### config.mk
export PLATFORM = sky130hd
export DESIGN_NAME = apb_uart_tx_queue
export DESIGN_NICKNAME = d
export VERILOG_FILES = /design/src/rtl/apb_uart_tx_queue.sv
export SDC_FILE = /design/constraint.sdc
export NUM_CORES = 1
export LEC_CHECK = 0
export BUFFER_PORTS_ARGS = -buffer_cell sky130_fd_sc_hd__buf_2
export CAP_MARGIN = 20
export CORE_UTILIZATION = 45
export DETAILED_ROUTE_END_ITERATION = 10
export PLACE_DENSITY = 0.7
export SETUP_SLACK_MARGIN = 0.05
export SLEW_MARGIN = 20
export SYNTH_ARGS = -nofsm -noshare
export SYNTH_HDL_FRONTEND = slang
export SYNTH_SLANG_ARGS = --single-unit
### constraint.sdc
create_clock -name aclk -period 4.15 [get_ports aclk]
set_input_delay 1.245 -clock aclk [delete_from_list [all_inputs] [get_ports aclk]]
set_output_delay 1.245 -clock aclk [all_outputs]
set_load 0.02 [all_outputs]
### src/rtl/apb_uart_tx_queue.sv
// APB register front-end for the UART transmitter: DATA/STATUS/CTRL decode,
// a TX byte FIFO and a drain FSM that feeds bytes over a tx_start/tx_done handshake.
module apb_uart_tx_queue #(
  parameter int DEPTH = 8,
  parameter int CW    = $clog2(DEPTH) + 1
) (
  input  logic        aclk,
  input  logic        areset_n,
  input  logic        PSEL,
  input  logic        PENABLE,
  input  logic        PWRITE,
  input  logic [31:0] PADDR,
  input  logic [31:0] PWDATA,
  output logic [31:0] PRDATA,
  output logic        PREADY,
  output logic        PSLVERR,
  output logic [7:0]  tx_data_out,
  output logic        tx_start,
  input  logic        tx_done,
  input  logic        tx_active,
  output logic        tx_enable,
  output logic [1:0]  baud_rate,
  output logic [1:0]  parity_type,
  output logic        tx_fifo_empty,
  output logic        tx_fifo_full
);

  localparam int AW = $clog2(DEPTH);

  localparam logic [7:0] ADDR_DATA   = 8'h00;
  localparam logic [7:0] ADDR_STATUS = 8'h04;
  localparam logic [7:0] ADDR_CTRL   = 8'h08;

  typedef enum logic [1:0] {
    ST_IDLE  = 2'd0,
    ST_START = 2'd1,
    ST_WAIT  = 2'd2
  } state_t;

  // ---------------------------------------------------------------------------
  // State
  // ---------------------------------------------------------------------------
  logic [7:0]    fifo_mem [DEPTH];
  logic [AW-1:0] wr_ptr_reg;
  logic [AW-1:0] rd_ptr_reg;
  logic [CW-1:0] count_reg;
  logic [4:0]    ctrl_reg;
  logic          overflow_reg;
  state_t        state_reg;
  state_t        state_next;
  logic          tx_start_reg;
  logic [7:0]    tx_data_reg;

  // ---------------------------------------------------------------------------
  // APB decode
  // ---------------------------------------------------------------------------
  logic       access;
  logic [7:0] addr;
  logic       sel_data;
  logic       sel_status;
  logic       sel_ctrl;
  logic       addr_valid;
  logic       fifo_empty;
  logic       fifo_full;
  logic       push;
  logic       pop;
  logic       overflow_set;
  logic       overflow_clr;
  logic       ctrl_wr;
  logic [31:0] status_word;
  logic [31:0] rdata;

  // Bits of the bus that carry no meaning for this block.
  logic unused_bus_bits;
  assign unused_bus_bits = ^{PADDR[31:8], PWDATA[31:8]};

  // A transfer in progress while held in reset is not an access.
  assign access     = PSEL & PENABLE & areset_n;
  assign addr       = PADDR[7:0];
  assign sel_data   = (addr == ADDR_DATA);
  assign sel_status = (addr == ADDR_STATUS);
  assign sel_ctrl   = (addr == ADDR_CTRL);
  assign addr_valid = sel_data | sel_status | sel_ctrl;

  assign fifo_empty = (count_reg == '0);
  assign fifo_full  = (count_reg == CW'(DEPTH));

  // Full is judged at the start of the cycle, so a same-cycle pop never rescues a push.
  assign push         = access & PWRITE & sel_data & ~fifo_full;
  assign overflow_set = access & PWRITE & sel_data & fifo_full;
  assign overflow_clr = access & PWRITE & sel_status & PWDATA[3];
  assign ctrl_wr      = access & PWRITE & sel_ctrl;

  always_comb begin
    status_word           = '0;
    status_word[0]        = fifo_empty;
    status_word[1]        = fifo_full;
    status_word[2]        = tx_active;
    status_word[3]        = overflow_reg;
    status_word[4]        = (state_reg != ST_IDLE);
    status_word[8 +: CW]  = count_reg;
  end

  always_comb begin
    rdata = '0;
    if (access && !PWRITE) begin
      if (sel_status) begin
        rdata = status_word;
      end else if (sel_ctrl) begin
        rdata = {27'b0, ctrl_reg};
      end
    end
  end

  assign PRDATA  = rdata;
  assign PREADY  = access;
  assign PSLVERR = access & (~addr_valid | overflow_set);

  // ---------------------------------------------------------------------------
  // Drain FSM
  // ---------------------------------------------------------------------------
  always_comb begin
    state_next = state_reg;
    pop        = 1'b0;
    case (state_reg)
      ST_IDLE: begin
        if (ctrl_reg[0] && !fifo_empty && !tx_active) begin
          pop        = 1'b1;
          state_next = ST_START;
        end
      end
      ST_START: begin
        state_next = ST_WAIT;
      end
      ST_WAIT: begin
        if (tx_done) begin
          state_next = ST_IDLE;
        end
      end
      default: begin
        state_next = ST_IDLE;
      end
    endcase
  end

  always_ff @(posedge aclk or negedge areset_n) begin
    if (!areset_n) begin
      state_reg    <= ST_IDLE;
      tx_start_reg <= 1'b0;
      tx_data_reg  <= 8'h00;
    end else begin
      state_reg    <= state_next;
      tx_start_reg <= pop;
      if (pop) begin
        tx_data_reg <= fifo_mem[rd_ptr_reg];
      end
    end
  end

  // ---------------------------------------------------------------------------
  // FIFO bookkeeping; storage itself carries no reset so it maps onto RAM
  // ---------------------------------------------------------------------------
  always_ff @(posedge aclk) begin
    if (push) begin
      fifo_mem[wr_ptr_reg] <= PWDATA[7:0];
    end
  end

  always_ff @(posedge aclk or negedge areset_n) begin
    if (!areset_n) begin
      wr_ptr_reg <= '0;
      rd_ptr_reg <= '0;
      count_reg  <= '0;
    end else begin
      if (push) begin
        wr_ptr_reg <= wr_ptr_reg + 1'b1;
      end
      if (pop) begin
        rd_ptr_reg <= rd_ptr_reg + 1'b1;
      end
      case ({push, pop})
        2'b10:   count_reg <= count_reg + 1'b1;
        2'b01:   count_reg <= count_reg - 1'b1;
        default: count_reg <= count_reg;
      endcase
    end
  end

  // ---------------------------------------------------------------------------
  // Configuration and sticky overflow
  // ---------------------------------------------------------------------------
  always_ff @(posedge aclk or negedge areset_n) begin
    if (!areset_n) begin
      ctrl_reg     <= 5'b0;
      overflow_reg <= 1'b0;
    end else begin
      if (ctrl_wr) begin
        ctrl_reg <= PWDATA[4:0];
      end
      if (overflow_set) begin
        overflow_reg <= 1'b1;
      end else if (overflow_clr) begin
        overflow_reg <= 1'b0;
      end
    end
  end

  assign tx_start      = tx_start_reg;
  assign tx_data_out   = tx_data_reg;
  assign tx_enable     = ctrl_reg[0];
  assign baud_rate     = ctrl_reg[2:1];
  assign parity_type   = ctrl_reg[4:3];
  assign tx_fifo_empty = fifo_empty;
  assign tx_fifo_full  = fifo_full;

endmodule

* Word level (Yosys, flattened, before mapping)
Memories as Yosys holds them, arrays and structs flattened. A register that Yosys moved wholly into a read port is not among the register bits.
Cells that the tools add are included.
** Operators by class
- Add/sub/neg operators :: 4
- Eq/ne operators :: 9
- Muxes and demuxes :: 13
- Bitwise operators :: 15
- Reduce and logical (&&, ||, !) cells :: 14
** Operators by type and width (count)
- $mux 12 :: 2
- $and 1x1->1 :: 10
- $eq 8x3->1 const B :: 1
- $eq 8x4->1 const B :: 1
- $logic_not 8->1 :: 1
- $pmux 4 s2 :: 1
- $add 3x1->3 const B :: 2
- $mux 1 :: 6
- $pmux 2 s3 :: 1
- $reduce_bool 2->1 :: 3
- $mux 5 :: 1
- $add 4x1->4 const B :: 1
- $eq 2x1->1 const B :: 2
- $eq 2x2->1 const B :: 2
- $eq 4x4->1 const B :: 1
- $logic_not 1->1 :: 4
- $logic_not 4->1 :: 1
- $mux 2 :: 2
- $ne 2x2->1 const B :: 2
- $sub 4x1->4 const B :: 1
- $logic_and 1x1->1 :: 3
- $or 1x1->1 :: 3
- $logic_not 2->1 :: 1
- $not 1->1 :: 2
- $reduce_and 2->1 :: 1
** Word-level totals
- Register bits after elaboration :: 19
- Memory bits (writable) :: 64
- Input port bits :: 71
- Output and inout port bits :: 50
- Word-level logic and storage cells :: 63
- Memories :: 1
** Memory list
- fifo_mem :: depth 8, width 8, read ports 1, clocked after memory_dff 1, wr ports 1, RTL line 43 : logic [7:0] fifo_mem [DEPTH];

* Longest topological paths before layout
Gate-level depths: netlist of the first run.
- Depth in word-level cells :: 8
- Gate-level depth with buffers :: 11
- Depth with buffers taken out :: 10

* Worst setup path before layout of the first run
No wires, ideal clock.
- Path type :: input port to output port
- Start point :: in PADDR[5]
- End point :: out PRDATA[4]
- Data arrival time :: 2.555 ns
- Slack :: 0.350 ns
- Cell stages on the path :: 4
- Path buffers :: 0
- Cells stage by stage :: or4_4 > nor3_4 > nand2_1 > a21oi_1
** On the way
- Cells in the longest elaborated chain, start to end :: 4
- Elaborated cells on any way between the ends :: 5
- Those cells by class :: eq/ne: 2; mux: 3
** RTL lines
- start: declaration :: RTL line 12 : input logic [31:0] PADDR,
- $eq 8x4->1 :: RTL line 82 : assign sel_ctrl = (addr == ADDR_CTRL);
- $mux 5 :: RTL line 109 : end else if (sel_ctrl) begin
- $mux 12 * :: RTL line 107 : if (sel_status) begin
- $mux 12 * :: RTL line 106 : if (access && !PWRITE) begin
- end: declaration :: RTL line 14 : output logic [31:0] PRDATA,
Every way passes the cells marked *; elsewhere a longest branch is shown, timed or not.

* Worst setup path after layout of the first run
- Start point :: in PADDR[5]
- End point :: out PRDATA[10]
** On the way
- Cells in the longest elaborated chain, start to end :: 3
** RTL lines
- $eq 8x3->1 :: RTL line 81 : assign sel_status = (addr == ADDR_STATUS);
- $mux 12 :: RTL line 107
- $mux 12 :: RTL line 106
No other way between the ends.

==> results of run 1 <==
routing by layer:
layer | GRT usage | up-vias | part of all wire
met3 | 0.04028 | 7 | 0.035
met2 | 0.2701 | 59 | 0.50
met5 | 0 | - | 0
met4 | 0.05224 | 0 | 0.0066
li1 | - | 1039 | -
met1 | 0.2272 | 1114 | 0.46
placed cells by master (no fill, tap or decap), types with 6 or more instances in the layout:
cell type / n
edfxtp_1: 64
buf_2: 49
dfrtp_1: 26
conb_1: 23
nand2_1: 17
nor2_1: 16
mux4_2: 16
buf_4: 13
o21ai_0: 9
clkbuf_8: 9
mux2i_1: 8
mux2_2: 7
xnor2_1: 6
how the worst min path moves through the flow:
| stage | start | slack (ps) | cells after the start | end |
|---|---|---|---|---|
| finish | tx_data_out[0] | 480 | 2 | tx_data_out[0] |
| global route | tx_data_out[5] | 520 | 2 | tx_data_out[5] |
| CTS | tx_data_out[0] | 480 | 2 | tx_data_out[0] |
| detailed placement | tx_data_out[0] | 460 | 2 | tx_data_out[0] |
| global placement | tx_data_out[5] | 460 | 2 | tx_data_out[5] |
| floorplan | count_reg[3] | 470 | 1 | count_reg[3] |
worst max-delay path, cell delays in order:
cell and delay [ps]:
buf_2 100, or4_4 570, nor3_4 280, and3_1 260, and2_1 140, buf_2 160
metrics by stage:
step	setup WS, ps	instances	power [mW]	util	hold slack, ps
after global placement	191.1	416	1.051	0.5171	457.9
after global routing	63.46	432	1.665	0.5402	518.7
after floorplan	349.5	280	1.041	-	473.4
after CTS	151.6	432	1.626	0.5401	484.7
after detailed placement	158.2	416	1.052	0.5171	464.6
final	149.0	432	1.611	0.5402	477.6
cell families after synthesis:
| family | Yosys count | share of synthesized area |
|---|---|---|
| flip-flops | 91 | 0.6512 |
| AO/OA/AOI/OAI | 23 | 0.03356 |
| buffers and inverters | 36 | 0.05772 |
| adder cells (fa/ha/maj) | 5 | 0.01568 |
| other | 1 | 0.0009401 |
| XOR/XNOR | 9 | 0.01976 |
| multiplexers | 32 | 0.1339 |
| AND/OR/NAND/NOR | 61 | 0.08721 |
cell type report:
type	count	area [um^2]
Fill cell	683	3854
Sequential cell	91	2599
Multi-Input combinational cell	153	1244
Timing Repair Buffer	62	342.8
Tap cell	105	131.4
Clock buffer	10	127.6
Clock inverter	6	65.06
Inverter	5	18.77
power by group:
part	switching, mW	internal (mW)	total (mW)
sequential	0.000989	0.973	0.974
combinational	0.0444	0.0132	0.0576
clock	0.300	0.280	0.580
total	0.345	1.27	1.61
==> summary.md, run 1 <==
| Metric | Value |
|---|---|
| Synth top cells by count | `64 x edfxtp_1, 27 x dfrtp_1, 24 x buf_4` |
| Seq/Total Area, Yosys | `0.6512` |
| Fin area | `4528 um^2` |
| Setup crit start | `PADDR[5]` |
| Post-synth EDFFs | `64` |
| Vias in the first global route | `2158` |
| CP startpoint kind | `input port` |
| Status | `finished clean` |
| Fin nets | `398` |
| Number of flip-flops in the largest register | `64` |
| Initial Util | `0.4759` |
| Clock Latency Late Sink | `350 ps` |
| Total GRT Usage | `0.1681` |
| Maximum clock path buffer count | `2` |
| Row Count | `33` |
| Sink Count | `91` |
| Reg2Reg Depth | `11` |
| Clk root buf | `clkbuf_8` |
| Die extent in x | `96.15 um` |
| Detailed Place HPWL | `4898 um` |
| Synth cell types | `44` |
| Synth-to-Final Area Change | `13.52%` |
| Layout cells sized above 1 | `0.3364` |
| Most common cell in the netlist | `edfxtp_1` |
| Die height | `96.15 um` |
| Max-slew violations | `0` |
| Largest area contributor in the netlist | `edfxtp_1` |
| Vias per cell | `5.137` |
| Iteration-0 DRC Markers | `131` |
| WL final | `7068 um` |
| Initial antenna violation count | `0` |
| Final hold violations | `0` |
| Number of synthesized register bits | `91` |
| Origin of the critical flop-to-flop path | `count_reg[1]` |
| CORE AREA | `8382 um^2` |
| Top post-synthesis cells by area | `edfxtp_1 48%, dfrtp_1 17%, mux4_2 9.0%, buf_4 4.5%, mux2i_1 2.0%` |
| H-tree Lvls | `3` |
| Fmax | `249.9 MHz` |
| Main synth FF type | `edfxtp_1` |
| Layout Skew | `7.196 ps` |
| Critical path class | `input port to primary output` |
| Minimum clock period | `4001 ps` |
| Dpl cell area | `4334 um^2` |
| Reg2reg end | `count_reg[2]` |
| Syn Inst Count | `258` |
| Largest net degree at the start of global routing | `28` |
| # DRC | `0` |
| FFs w/ async S/R, synth | `0.2967` |
| GRT overflow | `0` |
| Fin Setup TNS | `0 ps` |
| First-pass GRT wire length | `11010 um` |
| Power Dens Cells | `355.8 nW/um^2` |
| TritonCTS clock tree | `yes` |
| Syn Area/Cell | `15.46 um^2` |
| Max cap viols | `0` |
| Die Area | `9245 um^2` |
| Via count | `2219` |
| IO Count | `121` |
| LEAKAGE | `1.813 nW` |
| DR WL/cell | `16.36 um` |
| Synth Cell Area | `3989 um^2` |
| Critical Path RT | `2900 ps` |
| Initial DRT Pass Iterations | `4` |
| CP Max Fanout | `5` |
| RSZ-0062 raised after global routing | `false` |
| # diodes | `0` |
| Part of the cycle the worst path needs | `0.9641` |
| Cts hold-fix bufs | `0` |
| I/O Buffers | `49` |
| Number of gates resized after CTS | `0` |
| Critical path capture point | `PRDATA[10]` |
| Post-route ant nets | `0` |
| Final setup vio count | `0` |
| CP endpoint kind | `primary output` |
| Peak VDD IR | `0.1853 mV` |
| Placer congestion estimate | `0.7981` |
| Post-CTS setup buffer count | `0` |
| Max-Slew Margin vs Limit | `0.4526` |
| Crit path arrival time | `2760 ps` |
| Yosys warns | `0` |
| Worst slew pin tran | `821.0 ps` |
| Worst Hold Class | `register to register` |
| Yosys top cell area share | `0.4818` |
| Clock slew seen by the registers of the worst setup and hold paths | `90 ps` |
| TritonCTS Buffers | `9` |
| R2r setup slk | `1320 ps` |
No activity file was read; power rests on OpenSTA's default activity.
==> run 2: changes to the inputs <==
--- a/config.mk
+++ b/config.mk
@@ -7,6 +7,7 @@
 export LEC_CHECK = 0
 export BUFFER_PORTS_ARGS = -buffer_cell sky130_fd_sc_hd__buf_2
 export CAP_MARGIN = 20
+export CORE_MARGIN = 1.5
 export CORE_UTILIZATION = 45
 export DETAILED_ROUTE_END_ITERATION = 10
 export PLACE_DENSITY = 0.7
==> summary.md, run 2 (synthesis results as in run 1) <==
| Metric | Value |
|---|---|
| Peak VDD IR | `0.1422 mV (-23%)` |
| Via count | `2179 (-1.8%)` |
| Critical path's most frequent cell | `buf_2` |
| Crit-path cells | `buf_2, or4_4, nor3_4, and3_1, and2_1, buf_2` |
| Minimum clock period | `3991 ps (-9.680 ps)` |
| Iteration-0 DRC Markers | `92 (-30%)` |
| WL met1 | `3127 um (-2.9%)` |
| Crit path arrival time | `2750 ps (about the same)` |
| Worst Hold Class | `register to register` |
| Initial DRT Pass Iterations | `4 (unchanged)` |
| Hold Path Depth | `2 (unchanged)` |
| Detailed Place HPWL | `4665 um (-4.8%)` |
| Fin area | `4508 um^2 (-0.44%)` |
| Part of the cycle the worst path needs | `0.9618 (-0.002333)` |
| Max-slew violations | `0 (unchanged)` |
| Clock slew seen by the registers of the worst setup and hold paths | `90 ps (about the same)` |
| Hold path startpoint | `tx_data_out[2]` |
| CP peak stage delay | `570 ps (about the same)` |
| Routed met3 length | `219 um (-11%)` |
| Layout cells sized above 1 | `0.3323 (-0.004084)` |
| I/O Buffers | `49 (unchanged)` |
| Initial Util | `0.4619 (-0.01400)` |
| Multi-input gate area | `1244 um^2 (unchanged)` |
| Critical Path RT | `2900 ps (about the same)` |
| R2r setup slk | `1390 ps (+70 ps)` |
| Clock group share of total power | `0.351 (-0.009)` |
| Max cap viols | `0 (unchanged)` |
| Clk root buf | `clkbuf_8` |
| Largest net degree at the start of global routing | `28 (unchanged)` |
| Met2 Routed Length | `3396 um (-4.4%)` |
| CP endpoint kind | `primary output` |
| # diodes | `0 (unchanged)` |
| Max-Slew Margin vs Limit | `0.4869 (+0.03430)` |
| Reg2Reg Depth | `11 (unchanged)` |
| RSZ-0062 raised after global routing | `false` |
| Switching power | `0.3751 mW (+8.6%)` |
| Die height | `97.15 um (+1.0%)` |
| CP startpoint kind | `input port` |
| TritonCTS clock tree | `yes` |
| CP Max Fanout | `5 (unchanged)` |
| Status | `finished clean` |
| Layout Skew | `9.679 ps (+2.484 ps)` |
| Total GRT Usage | `0.1523 (-0.01579)` |
| Fin worst setup slack | `158.7 ps (+9.680 ps)` |
| Origin of the critical flop-to-flop path | `count_reg[1]` |
| Critical path class | `input port to primary output` |
| # DRC | `0 (unchanged)` |
| Die extent in x | `97.15 um (+1.0%)` |
| Row Count | `34 (+3.0%)` |
| Initial antenna violation count | `0 (unchanged)` |
| First-pass GRT wire length | `10940 um (-0.56%)` |
| GRT overflow | `0 (unchanged)` |
| Synth-to-Final Area Change | `13.02%` |
| Seq pwr share | `0.612 (+0.007)` |
| Reg2reg end | `count_reg[2]` |
| Final setup vio count | `0 (unchanged)` |
| IO Count | `121 (unchanged)` |
| Total power | `1.591 mW (-1.3%)` |
| Non-Filler Instances | `433 (+0.23%)` |
| Placed cell count | `417 (+0.24%)` |
| WL final | `6814 um (-3.6%)` |
| DR WL/cell | `15.74 um (-3.8%)` |
| Maximum clock path buffer count | `2 (unchanged)` |
| Final hold violations | `0 (unchanged)` |
| Net Sw Frac | `0.2358 (+0.02142)` |
| CORE AREA | `8636 um^2 (+3.0%)` |
| Place WS | `167.5 ps (+9.321 ps)` |
| Worst path slowest cell | `or4_4` |
| Power Dens Cells | `352.9 nW/um^2 (-0.83%)` |
| LEAKAGE | `1.798 nW (-0.87%)` |
| Combinational Power Share | `0.037 (about the same)` |
| Most common cell after layout, fill and taps aside | `edfxtp_1` |
| Sink Count | `91 (unchanged)` |
| Worst slew pin tran | `769.6 ps (-51.45 ps)` |
| Fin Setup TNS | `0 ps (unchanged)` |
| Vias in the first global route | `2121 (-1.7%)` |
| Max Used Layer | `met4` |
| Dpl cell area | `4323 um^2 (-0.26%)` |
| Placer congestion estimate | `0.7885 (-1.2%)` |
| TritonCTS Buffers | `9 (unchanged)` |
| Fin nets | `396 (-0.50%)` |
| H-tree Lvls | `3 (unchanged)` |
| Die Area | `9438 um^2 (+2.1%)` |
| Hold Path End | `tx_data_out[2]` |
| Post-route ant nets | `0 (unchanged)` |
| Fill cell count | `715 (+4.7%)` |
| Number of flip-flops in the largest register | `64 (unchanged)` |
| Post-CTS setup buffer count | `0 (unchanged)` |
| Cts hold-fix bufs | `0 (unchanged)` |
| Clock Latency Late Sink | `350 ps (about the same)` |
| Number of gates resized after CTS | `0 (unchanged)` |
| Pint | `1.216 mW (-4.0%)` |
| Flip-flop and latch area | `2599 um^2 (unchanged)` |
| Fmax | `250.5 MHz (+0.24%)` |
| Vias per cell | `5.032 (-2.0%)` |
| Most frequent cells in the layout | `64 x edfxtp_1, 49 x buf_2, 26 x dfrtp_1` |
==> run 2: worst max-delay path: cells and delay by family <==
family                 cells  cell delay [ps]
buffers and inverters      2              260
AND/OR/NAND/NOR            4             1240
==> run 2: power groups by stage <==
stage / Clock, mW / Sequential, mW / Combinational, mW
2_1_floorplan: 0 / 0.995 / 0.0456
3_3_place_gp: 0 / 0.994 / 0.0569
3_5_place_dp: 0 / 0.994 / 0.0586
4_1_cts: 0.570 / 0.974 / 0.0588
5_1_grt: 0.608 / 0.974 / 0.0644
6_report: 0.559 / 0.974 / 0.0581
==> run 2: worst max path at each step <==
stage	startpoint	to
2_1_floorplan	PADDR[5]	PRDATA[4]
3_3_place_gp	PADDR[5]	PRDATA[9]
3_5_place_dp	PADDR[5]	PRDATA[11]
4_1_cts	PADDR[5]	PRDATA[9]
5_1_grt	PADDR[5]	PRDATA[9]
6_report	PADDR[5]	PRDATA[11]
==> run 2: stage by stage <==
step | hold slack [ps] | util
2_1_floorplan | 473.4 | -
3_3_place_gp | 459.1 | 0.5006
3_5_place_dp | 466.9 | 0.5006
4_1_cts | 487.1 | 0.5219
5_1_grt | 517.5 | 0.5220
6_report | 477.1 | 0.5220
==> run 2: metal layers <==
metal,vias to the layer above,track usage
met5,-,0
met2,51,0.2464
met3,6,0.02014
li1,1036,-
met1,1086,0.2068
met4,0,0.07023
==> run 2: area by class of cell <==
class,instances,share of cell area
sequential,91,0.5765
clock buffer,9,0.02748
tap,108,0.02998
clock inverter,7,0.01332
inverter,5,0.004163
multi-input combinational,153,0.2759
timing repair buffer,60,0.07272
